`src/rtl/spi_flash_rd_seq.sv`:
```
// spi_flash_rd_seq: APB master that walks CoreSPI through a serial-flash READ.
// It sends opcode, 24-bit address and dummy frames one at a time, polls status
// between frames, and streams every data byte out on a valid/ready interface.
// Build option: define SPI_FLASH_RD_FAST_EN to use FAST READ (opcode 0x0B)
// with one extra discarded dummy frame in the header.
module spi_flash_rd_seq #(
    parameter int POLL_MAX = 1023
) (
    input  logic        PCLK,
    input  logic        PRESET,
    input  logic        start,
    input  logic [23:0] rd_addr,
    input  logic [15:0] rd_len,
    output logic        busy,
    output logic        done,
    output logic        err,
    output logic [7:0]  out_data,
    output logic        out_valid,
    input  logic        out_ready,
    output logic        PSEL,
    output logic        PENABLE,
    output logic        PWRITE,
    output logic [6:0]  PADDR,
    output logic [31:0] PWDATA,
    input  logic [31:0] PRDATA,
    input  logic        PREADY,
    input  logic        PSLVERR
);

    // CoreSPI register map; CONTROL (0x00) is left at its power-on setup.
    localparam logic [6:0] ADDR_RXDATA = 7'h08;
    localparam logic [6:0] ADDR_TXDATA = 7'h0C;
    localparam logic [6:0] ADDR_STATUS = 7'h20;
    localparam logic [6:0] ADDR_SSEL   = 7'h24;
    localparam int         RXEMPTY_BIT = 2;

`ifdef SPI_FLASH_RD_FAST_EN
    localparam logic [7:0]  OPCODE = 8'h0B;
    localparam logic [16:0] HDR    = 17'd5;
`else
    localparam logic [7:0]  OPCODE = 8'h03;
    localparam logic [16:0] HDR    = 17'd4;
`endif

    // Poll counter only needs to reach POLL_MAX-1 before the timeout decision.
    localparam int PCW = (POLL_MAX > 1) ? $clog2(POLL_MAX) : 1;

    typedef enum logic [3:0] {
        S_IDLE,
        S_SKIP,
        S_SS_ON,
        S_TX,
        S_POLL,
        S_RX,
        S_EMIT,
        S_SS_OFF,
        S_DONE
    } state_t;

    state_t          state, state_n;
    logic            access, access_n;
    logic [23:0]     addr_q, addr_n;
    logic [15:0]     len_q, len_n;
    logic [16:0]     frame_idx, frame_n;
    logic [PCW-1:0]  poll_cnt, poll_n;
    logic            aborted, aborted_n;
    logic            load_data;
    logic            step_frame;
    logic            abort_now;
    logic            xfer_done;
    logic [16:0]     last_idx;
    logic [7:0]      frame_byte;
    logic            unused_prdata;

    assign last_idx      = {1'b0, len_q} + HDR - 17'd1;
    assign unused_prdata = ^PRDATA[31:8];

    assign busy      = (state != S_IDLE) && (state != S_DONE);
    assign done      = (state == S_DONE) && !aborted;
    assign err       = (state == S_DONE) && aborted;
    assign out_valid = (state == S_EMIT);

    // Pick the byte to shift out for the current frame: opcode, address, then dummies.
    always_comb begin
        frame_byte = 8'h00;
        case (frame_idx)
            17'd0:   frame_byte = OPCODE;
            17'd1:   frame_byte = addr_q[23:16];
            17'd2:   frame_byte = addr_q[15:8];
            17'd3:   frame_byte = addr_q[7:0];
            default: frame_byte = 8'h00;
        endcase
    end

    // State, transfer phase and per-request context registers; reset abandons any command.
    always_ff @(posedge PCLK or posedge PRESET) begin
        if (PRESET) begin
            state     <= S_IDLE;
            access    <= 1'b0;
            addr_q    <= '0;
            len_q     <= '0;
            frame_idx <= '0;
            poll_cnt  <= '0;
            aborted   <= 1'b0;
            out_data  <= '0;
        end else begin
            state     <= state_n;
            access    <= access_n;
            addr_q    <= addr_n;
            len_q     <= len_n;
            frame_idx <= frame_n;
            poll_cnt  <= poll_n;
            aborted   <= aborted_n;
            if (load_data) begin
                out_data <= PRDATA[7:0];
            end
        end
    end

    // Next-state logic and APB drive; each bus state is one SETUP then ACCESS until PREADY.
    always_comb begin
        state_n    = state;
        access_n   = access;
        addr_n     = addr_q;
        len_n      = len_q;
        frame_n    = frame_idx;
        poll_n     = poll_cnt;
        aborted_n  = aborted;
        load_data  = 1'b0;
        step_frame = 1'b0;
        abort_now  = 1'b0;
        xfer_done  = 1'b0;
        PSEL       = 1'b0;
        PENABLE    = 1'b0;
        PWRITE     = 1'b0;
        PADDR      = '0;
        PWDATA     = '0;

        if (state inside {S_SS_ON, S_TX, S_POLL, S_RX, S_SS_OFF}) begin
            PSEL      = 1'b1;
            PENABLE   = access;
            xfer_done = access && PREADY;
            access_n  = access ? !PREADY : 1'b1;
        end

        case (state)
            S_IDLE: begin
                if (start) begin
                    addr_n    = rd_addr;
                    len_n     = rd_len;
                    frame_n   = '0;
                    poll_n    = '0;
                    aborted_n = 1'b0;
                    access_n  = 1'b0;
                    state_n   = (rd_len == 16'd0) ? S_SKIP : S_SS_ON;
                end
            end
            S_SKIP: begin
                state_n = S_DONE;
            end
            S_SS_ON: begin
                PWRITE = 1'b1;
                PADDR  = ADDR_SSEL;
                PWDATA = 32'h1;
                if (xfer_done) begin
                    if (PSLVERR) abort_now = 1'b1;
                    else         state_n   = S_TX;
                end
            end
            S_TX: begin
                PWRITE = 1'b1;
                PADDR  = ADDR_TXDATA;
                PWDATA = {24'h0, frame_byte};
                if (xfer_done) begin
                    if (PSLVERR) begin
                        abort_now = 1'b1;
                    end else begin
                        poll_n  = '0;
                        state_n = S_POLL;
                    end
                end
            end
            S_POLL: begin
                PADDR = ADDR_STATUS;
                if (xfer_done) begin
                    if (PSLVERR) begin
                        abort_now = 1'b1;
                    end else if (!PRDATA[RXEMPTY_BIT]) begin
                        state_n = S_RX;
                    end else if (poll_cnt == PCW'(POLL_MAX - 1)) begin
                        abort_now = 1'b1;
                    end else begin
                        poll_n = poll_cnt + 1'b1;
                    end
                end
            end
            S_RX: begin
                PADDR = ADDR_RXDATA;
                if (xfer_done) begin
                    if (PSLVERR) begin
                        abort_now = 1'b1;
                    end else if (frame_idx < HDR) begin
                        step_frame = 1'b1;
                    end else begin
                        load_data = 1'b1;
                        state_n   = S_EMIT;
                    end
                end
            end
            S_EMIT: begin
                if (out_ready) step_frame = 1'b1;
            end
            S_SS_OFF: begin
                PWRITE = 1'b1;
                PADDR  = ADDR_SSEL;
                PWDATA = 32'h0;
                if (xfer_done) state_n = S_DONE;
            end
            S_DONE: begin
                state_n = S_IDLE;
            end
            default: begin
                state_n = S_IDLE;
            end
        endcase

        if (abort_now) begin
            aborted_n = 1'b1;
            state_n   = S_SS_OFF;
        end

        if (step_frame) begin
            if (frame_idx == last_idx) begin
                state_n = S_SS_OFF;
            end else begin
                frame_n = frame_idx + 17'd1;
                state_n = S_TX;
            end
        end
    end

endmodule

```
`config.mk`:
```
export PLATFORM = sky130hd
export DESIGN_NAME = spi_flash_rd_seq
export DESIGN_NICKNAME = d
export VERILOG_FILES = /design/src/rtl/spi_flash_rd_seq.sv
export SDC_FILE = /design/constraint.sdc
export NUM_CORES = 1
export LEC_CHECK = 0
export ABC_AREA = 1
export ABC_CLOCK_PERIOD_IN_PS = 2850
export CAP_MARGIN = 40
export CORE_ASPECT_RATIO = 0.9
export CORE_MARGIN = 2
export CORE_UTILIZATION = 50
export CTS_CLUSTER_SIZE = 10
export DETAILED_ROUTE_END_ITERATION = 10
export PLACE_DENSITY = 0.81
export SETUP_SLACK_MARGIN = 0.05
export SLEW_MARGIN = 40
export SYNTH_ARGS = -nofsm -noshare
export SYNTH_HDL_FRONTEND = slang
export SYNTH_SLANG_ARGS = --single-unit
```
`constraint.sdc`:
```
create_clock -name PCLK -period 2.85 [get_ports PCLK]
set_input_delay 0.4275 -clock PCLK [delete_from_list [all_inputs] [get_ports PCLK]]
set_output_delay 0.4275 -clock PCLK [all_outputs]
set_load 0.01 [all_outputs]
```
==> results of run 1 <==
[worst max-delay path, cell delays in order, from the launching register on]
cell     delay, ps
dfrtp_1        410
inv_2           70
nand4_1        160
nor4_4         290
nand2_2        150
a41oi_2        230
nand2_4        120
buf_4          180
a31oi_4        140
buf_2          150
[flip-flops by register name (all words and copies together) (netlist names)]
name       flops
state          4
len_q         16
addr_q        24
frame_idx     17
out_data       8
aborted        1
poll_cnt      10
access         1
[logic make-up (layout without fill, tap and decap cells)]
kind of cell             count (synthesis)  in the layout  synth area share [%]
AND/OR/NAND/NOR                        416            416                 34.82
buffers and inverters                  123            194                 11.46
flip-flops                              81             81                 38.34
AO/OA/AOI/OAI                           61             61                 7.100
XOR/XNOR                                29             29                 5.065
adder cells (fa/ha/maj)                  7              7                 1.657
multiplexers                             7              7                 1.491
other                                    1             28               0.07094
[cells in the mapped netlist (all sizes together)]
master	instances	share of area, %
nand3	53	5.5
o31ai	8	1.1
nand4	11	1.4
conb	1	0.071
clkbuf	10	0.71
clkinv	2	0.14
ha	7	1.7
nor3	9	0.85
a211oi	1	0.14
nor3b	1	0.14
nand3b	1	0.14
nor4	5	0.59
xnor2	3	0.50
o22ai	2	0.24
dfrtp	81	38
o21ai	31	3.3
nand2	260	20
inv	74	5.3
o211ai	1	0.14
nor2	76	6.6
a31oi	9	1.1
mux2	7	1.5
o21bai	2	0.28
a21oi	5	0.47
buf	37	5.3
xnor3	1	0.43
xor2	25	4.1
a41oi	2	0.33
[power by group]
part	internal (W)	switching (W)
registers	0.00161	0.000417
clock network	0.000704	0.000495
logic	0.00133	0.00190
[layer usage]
metal | GRT usage, % | up-vias | wire [um]
li1 | - | 2417 | -
met4 | 9.287 | 0 | 290
met2 | 40.32 | 160 | 6342
met1 | 30.07 | 2280 | 5662
met5 | 0 | - | 0
met3 | 4.548 | 29 | 674
[worst max path at each step]
stage                             from        end  slack [ps]  depth (start not counted)
final                     frame_idx[5]  PWDATA[4]         160                          9
after global routing      frame_idx[5]  PWDATA[4]           3                          9
after CTS                 frame_idx[7]  PWDATA[4]          70                          9
after detailed placement  frame_idx[7]  PWDATA[1]         110                          8
after global placement    frame_idx[7]  PWDATA[1]         150                          8
after floorplan                 PRESET    aborted         340                          1
[final cells by class]
class	instances	area, um^2	area share, %
multi-input cells	548	2834	43.27
clock inverters	6	67.56	1.032
repair buffers	102	935.9	14.29
flip-flops and latches	81	2027	30.95
well taps	129	161.4	2.464
clock buffers	10	239.0	3.649
inverters	76	285.3	4.355
[stage by stage]
stage               hold slack [ps]  area, um^2  std cells  total power, W  worst slack (ps)
global route                  490.2        6550        952        0.006968             2.965
global placement              454.0        6167        930        0.004920             154.3
finish                        473.5        6550        952        0.006448             160.0
floorplan                     442.2        5388        752        0.004083             342.4
CTS                           475.2        6505        947        0.006333             67.17
detailed placement            459.2        6167        930        0.005038             111.9
[what timing repair did]
item / in CTS / in global routing
buffers inserted: 1 / 5
endpoints found under the setup margin: 8 / 9
pin swaps: 1 / 5
gates resized for setup: 15 / 27
==> impl_metrics.py, run 1 <==
metrics = {
    "synth": {
        "syn_area_per_cell_um2": 7.291,
        "ys_types": 41,
        "synth_area_um2": 5286,
        "yosys_warnings": 0,
        "seq_area_frac_synth_pct": 38.34,
        "syn_inst": 725,
        "ys_ff_latch": 81,
    },
    "finish": {
        "fin_nets": 903,
        "drive_above_1_share_pct": 13.61,
        "area_delta_synth_final_pct": 23.91,
        "fillers": 917,
        "utilization_pct": 63.92,
        "final_common_cell": "nand2_1",
        "n_antenna_cell": 0,
        "mostFrequentLayoutCells": "nand2_1 (242), dfrtp_1 (81), clkdlybuf4s50_1 (71)",
    },
    "worst_hold_path": {
        "worstHoldPathType": "reg -> reg",
        "hold_end": "addr_q[13]",
        "min_from": "addr_q[13]",
        "hold_path_depth": 2,
    },
    "run": {
        "maxCapViolCount": 0,
    },
    "clocking": {
        "holdBufCountCts": 0,
        "clock_path_buffers": 2,
        "cts_tree": "built",
        "clkLatencyLatePin_ps": 350,
        "cts_max_level": 3,
        "clock_sinks": 81,
        "cts-root-buf": "clkbuf_16",
        "cts_made_buffers": 9,
        "cts.reportedPaths.clkPinSlew_ps": 60,
    },
    "sta": {
        "hold_violations": 0,
        "timing.final.crit_share_pct": 94.39,
        "period_needed_ps": 2690,
        "fmax_mhz": 371.7,
        "rsz0062_at_grt": "yes",
        "tns_ps": 0,
        "timing.slew.headroom_pct": 66.76,
        "skew_ps": 7.960,
        "finalSetupViolCount": 0,
        "worst_pin_slew_ps": 494.8,
        "slew_viol_final": 0,
    },
    "route": {
        "wl_um": 12970,
        "first_pass_iters": 5,
        "viasPerCell": 5.132,
        "vias": 4886,
        "drcViolationCount": 0,
        "detail-route-antenna-nets": 0,
        "drt-initial-drc-count": 298,
        "wire_per_inst_um": 13.62,
    },
    "global_route": {
        "gr-total-overflow": 0,
        "grt_pass1_wl_um": 21500,
        "antenna_found_initial": 0,
        "grt_usage_pct": 23.63,
        "grt_pass1_vias": 4704,
        "grt_max_degree": 82,
    },
    "critical_path": {
        "crit_arrival_ps": 2260,
        "r2r_end": "frame_idx[2]",
        "startpoint_type": "flop",
        "timing.rr.start": "len_q[0]",
        "reg2reg_depth": 13,
        "crit_path_max_fanout": 7,
        "required_ps": 2420,
        "ff2ff_setup_slack_ps": 390,
        "cp-end-kind": "output port",
        "path_class": "reg -> out",
    },
    "pwr": {
        "power.density_nw_per_um2": 984.5,
        "p_leak_nw": 3.146,
        "vdd_drop_max_mv": 0.5052,
    },
    "floorplan": {
        "ios": 132,
        "std_cell_rows": 35,
        "core-area_um2": 10250,
        "die_h_um": 101.5,
        "die_w_um": 112.4,
        "initial_utilization_pct": 51.59,
        "dieArea_um2": 11410,
    },
    "placement": {
        "io_buffers": 79,
        "dp_hpwl_um": 9275,
        "gp_congestion": 0.9295,
    },
    "run_status": {
        "status": "complete, no violations",
    },
}
Note: power is estimated with default switching activity, not from simulation.
==> run 2: changes to the inputs <==
CORE_MARGIN = 1.5   (was 2)
==> impl_metrics.py, run 2 (synthesis results as in run 1) <==
metrics = {
    "global_route": {
        "grt_max_degree": 67,
        "gr-total-overflow": 0,
        "grt_usage_pct": 24.00,
        "grt_pass1_vias": 4745,
        "antenna_found_initial": 0,
        "grt_pass1_wl_um": 21730,
    },
    "finish": {
        "final_common_cell": "nand2_1",
        "reg_top3": "addr_q x24, frame_idx x17, len_q x16",
        "drive_above_1_share_pct": 12.99,
        "largest-register": "addr_q",
        "n_antenna_cell": 0,
        "multi_input_area_um2": 2816,
        "area_delta_synth_final_pct": 23.72,
        "mostFrequentLayoutCells": "nand2_1 (241), dfrtp_1 (81), clkdlybuf4s50_1 (71)",
        "largest_reg_flops": 24,
        "fin_nets": 904,
        "fillers": 906,
        "seq_area_um2": 2027,
    },
    "critical_path": {
        "cp-end-kind": "output port",
        "startpoint_type": "flop",
        "reg2reg_depth": 12,
        "crit_start": "frame_idx[6]",
        "r2r_end": "frame_idx[4]",
        "crit_path_max_fanout": 7,
        "ff2ff_setup_slack_ps": 390,
        "required_ps": 2420,
        "crit_arrival_ps": 2270,
        "path_class": "reg -> out",
        "timing.rr.start": "len_q[0]",
    },
    "sta": {
        "hold_violations": 0,
        "timing.final.crit_share_pct": 94.48,
        "fmax_mhz": 371.4,
        "worst_pin_slew_ps": 646.0,
        "finalSetupViolCount": 0,
        "rsz0062_at_grt": "yes",
        "holdWs_ps": 358.6,
        "timing.slew.headroom_pct": 56.93,
        "slew_viol_final": 0,
        "setup_ws_ps": 157.2,
        "period_needed_ps": 2693,
        "tns_ps": 0,
        "skew_ps": 8.493,
    },
    "pwr": {
        "intPower_w": 0.003523,
        "p_leak_nw": 3.161,
        "vdd_drop_max_mv": 0.4573,
        "power.density_nw_per_um2": 971.0,
        "combPwrFrac_pct": 50.5,
        "p_clk_share_pct": 17.7,
        "switchingPower_w": 0.002827,
        "finalPower_w": 0.006350,
        "power_frac_seq_pct": 31.8,
        "switching_share_pct": 44.53,
    },
    "run_status": {
        "status": "complete, no violations",
    },
    "clocking": {
        "cts_tree": "built",
        "clock_path_buffers": 2,
        "cts-root-buf": "clkbuf_16",
        "cts_max_level": 3,
        "clkLatencyLatePin_ps": 340,
        "cts_made_buffers": 9,
        "clock_sinks": 81,
        "cts.reportedPaths.clkPinSlew_ps": 70,
    },
    "route": {
        "vias": 4826,
        "detail-route-antenna-nets": 0,
        "viasPerCell": 5.064,
        "wl_um": 12770,
        "drt-initial-drc-count": 359,
        "first_pass_iters": 6,
        "drcViolationCount": 0,
        "wire_per_inst_um": 13.40,
    },
    "floorplan": {
        "die_w_um": 111.4,
        "ios": 132,
        "core-area_um2": 10250,
        "initial_utilization_pct": 51.59,
        "std_cell_rows": 35,
        "dieArea_um2": 11200,
        "die_h_um": 100.5,
    },
    "placement": {
        "dp_hpwl_um": 9283,
        "place_ws_ps": 133.4,
        "io_buffers": 79,
        "gp_congestion": 0.9028,
    },
    "run": {
        "maxCapViolCount": 0,
    },
    "worst_hold_path": {
        "worstHoldPathType": "in -> async",
    },
}
==> run 2: per-stage QoR <==
step                instances  cell area (um^2)  utilization (%)
global placement          930              6167            60.18
detailed placement        930              6167            60.18
global route              953              6540            63.82
finish                    953              6540            63.82
CTS                       947              6495            63.38
floorplan                 752              5388                -
==> run 2: worst max-delay path by stage <==
stage	cells after the start	slack, ps	to
6_report	9	160	PWDATA[6]
3_5_place_dp	8	130	PWDATA[2]
4_1_cts	9	80	PWDATA[6]
2_1_floorplan	1	340	aborted
3_3_place_gp	8	150	PWDATA[1]
5_1_grt	9	6	PWDATA[6]
==> run 2: layout make-up <==
class | count | area share [%]
clock inverters | 7 | 0.8992
flip-flops and latches | 81 | 30.99
repair buffers | 103 | 14.77
clock buffers | 9 | 3.444
inverters | 76 | 4.362
multi-input cells | 548 | 43.06
well taps | 129 | 2.468
==> run 2: worst max-delay path, stage by stage, from the launching register on <==
cell	delay [ps]
dfrtp_1	380
inv_1	90
nand4_1	120
nor4_2	300
nand2_2	160
a41oi_2	240
nand2_4	120
buf_4	180
a31oi_2	180
clkbuf_2	170
==> run 2: what timing repair did <==
item | 4_1_cts | 5_1_grt
setup buffers | 1 | 6
pin swaps | 1 | 3
hold buffers | 0 | 0
gates resized for setup | 17 | 11
cloned | 0 | 0
endpoints found under the setup margin | 8 | 3
==> run 2: power by group through the flow <==
stage	logic [W]	clock network (W)	registers, W
2_1_floorplan	0.00215	0	0.00193
4_1_cts	0.00311	0.00114	0.00201
3_5_place_dp	0.00302	0	0.00202
6_report	0.00320	0.00112	0.00202
3_3_place_gp	0.00292	0	0.00199
5_1_grt	0.00361	0.00119	0.00208
==> run 2: metal layers <==
metal / vias up / wire length (um) / GRT usage (%)
met5: - / 0 / 0
met4: 0 / 216 / 7.790
met3: 22 / 727 / 5.352
met2: 159 / 6170 / 41.67
met1: 2210 / 5658 / 30.03
li1: 2435 / - / -
==> run 3: changes to the inputs <==
==> constraint.sdc (replaced) <==
create_clock -name PCLK -period 2.85 [get_ports PCLK]
set_input_delay 0.57 -clock PCLK [delete_from_list [all_inputs] [get_ports PCLK]]
set_output_delay 0.57 -clock PCLK [all_outputs]
set_load 0.01 [all_outputs]
==> impl_metrics.py, run 3 (synthesis results as in run 1) <==
metrics = {
    "global_route": {
        "grt_pass1_wl_um": 22050,
        "antenna_found_initial": 0,
        "grt_use_met3_pct": 4.510,
        "grt-busiest-layer": "met2",
        "grt_pass1_vias": 4903,
        "gr-total-overflow": 0,
        "grtUsageMet1_pct": 30.19,
        "grt_max_degree": 82,
        "met2_usage_pct": 41.25,
        "grt_usage_pct": 24.09,
    },
    "placement": {
        "gp_congestion": 0.9069,
        "dp_hpwl_um": 9349,
        "postPlaceCellArea_um2": 6250,
        "place_ws_ps": 35.33,
        "io_buffers": 79,
    },
    "critical_path": {
        "crit_start": "frame_idx[5]",
        "slowest_delay_ps": 380,
        "timing.rr.start": "len_q[0]",
        "critPathSlowestCell": "dfrtp_1",
        "path_class": "reg -> out",
        "crit_path_max_fanout": 7,
        "crit_arrival_ps": 2150,
        "reg2reg_depth": 14,
        "cp-end-kind": "output port",
        "startpoint_type": "flop",
        "r2r_end": "frame_idx[3]",
        "required_ps": 2280,
        "ff2ff_setup_slack_ps": 310,
        "path_cells": "inv_1 > nand4_1 > nor4_4 > nand2_2 > a41oi_2 > nand2_4 > a31oi_2 > clkbuf_2",
    },
    "pwr": {
        "power.density_nw_per_um2": 984.1,
        "vdd_drop_max_mv": 0.4324,
        "p_leak_nw": 3.180,
        "finalPower_w": 0.006514,
    },
    "floorplan": {
        "core-area_um2": 10250,
        "std_cell_rows": 35,
        "dieArea_um2": 11200,
        "die_w_um": 111.4,
        "die_h_um": 100.5,
        "initial_utilization_pct": 51.59,
        "ios": 132,
    },
    "sta": {
        "slew_viol_final": 0,
        "skew_ps": 8.516,
        "timing.final.crit_share_pct": 95.29,
        "worst_pin_slew_ps": 675.0,
        "rsz0062_at_grt": "yes",
        "setup_ws_ps": 134.3,
        "period_needed_ps": 2716,
        "timing.slew.headroom_pct": 55.00,
        "fmax_mhz": 368.2,
        "finalSetupViolCount": 0,
        "holdWs_ps": 471.1,
        "hold_violations": 0,
    },
    "finish": {
        "seq_area_um2": 2027,
        "mostFrequentLayoutCells": "nand2_1 (242), dfrtp_1 (81), clkdlybuf4s50_1 (70)",
        "final_cell_area_um2": 6619,
        "reg_top3": "addr_q x24, frame_idx x17, len_q x16",
        "fillers": 870,
        "multi_input_area_um2": 2850,
        "drive_above_1_share_pct": 14.11,
        "area_delta_synth_final_pct": 25.21,
        "fin_nets": 909,
        "n_antenna_cell": 0,
        "largest_reg_flops": 24,
        "largest-register": "addr_q",
        "final_common_cell": "nand2_1",
    },
    "worst_hold_path": {
        "min_from": "addr_q[22]",
        "hold_path_depth": 2,
        "worstHoldPathType": "reg -> reg",
        "hold_end": "addr_q[22]",
    },
    "clocking": {
        "cts_tree": "built",
        "cts_max_level": 3,
        "cts-root-buf": "clkbuf_16",
        "clock_path_buffers": 2,
        "clock_sinks": 81,
        "cts.reportedPaths.clkPinSlew_ps": 60,
        "cts_made_buffers": 9,
        "clkLatencyLatePin_ps": 340,
        "holdBufCountCts": 0,
    },
    "route": {
        "detail-route-antenna-nets": 0,
        "drcViolationCount": 0,
        "first_pass_iters": 5,
        "viasPerCell": 5.198,
        "wl_um": 13080,
        "wire_per_inst_um": 13.65,
        "drt-initial-drc-count": 403,
        "vias": 4980,
    },
    "run": {
        "maxCapViolCount": 0,
    },
    "run_status": {
        "status": "complete, no violations",
    },
}
-- run 3: worst max-delay path by stage --
stage	slack (ps)	depth (start not counted)	endpoint
6_report	130	8	PWDATA[1]
5_1_grt	-8	8	PWDATA[1]
4_1_cts	100	9	PWDATA[1]
3_5_place_dp	40	8	PWDATA[1]
3_3_place_gp	40	8	PWDATA[1]
2_1_floorplan	200	1	aborted
-- run 3: per-layer routing --
layer	up-vias	part of all wire, %
li1	2433	-
met3	33	6.4
met4	0	2.5
met2	194	49
met5	-	0
met1	2320	42
-- run 3: what timing repair did --
action,4_1_cts,5_1_grt
resized for setup,15,32
buffers inserted,1,0
hold endpoints to repair,0,0
pin swaps,1,3
setup endpoints to repair,9,8
-- run 3: cell type report --
cell class                      instances  area share [%]
Sequential cell                        81           30.62
Inverter                               76           4.310
Clock buffer                           12           3.875
Timing Repair Buffer                  108           14.91
Multi-Input combinational cell        548           43.06
Clock inverter                          4          0.7750
Tap cell                              129           2.439
-- run 3: power breakdown --
part           internal (W)  total, W  leakage (nW)  switching [W]
clock network      0.000727   0.00120         0.149       0.000470
registers           0.00161   0.00202          1.05       0.000413
logic               0.00135   0.00330          1.98        0.00195
total               0.00368   0.00651          3.18        0.00283
-- run 3: through the flow --
step,cells,util (%),TNS [ps]
after floorplan,752,-,0
after global placement,941,60.99,0
after detailed placement,941,60.99,0
after CTS,958,64.21,0
after global routing,958,64.59,-22.37
final,958,64.59,0
-- run 3: critical path: cells and delay by family, from the launching register on --
kind / cells / cell delay, ps
AO/OA/AOI/OAI: 2 / 450
buffers and inverters: 2 / 250
flip-flops: 1 / 380
AND/OR/NAND/NOR: 4 / 730
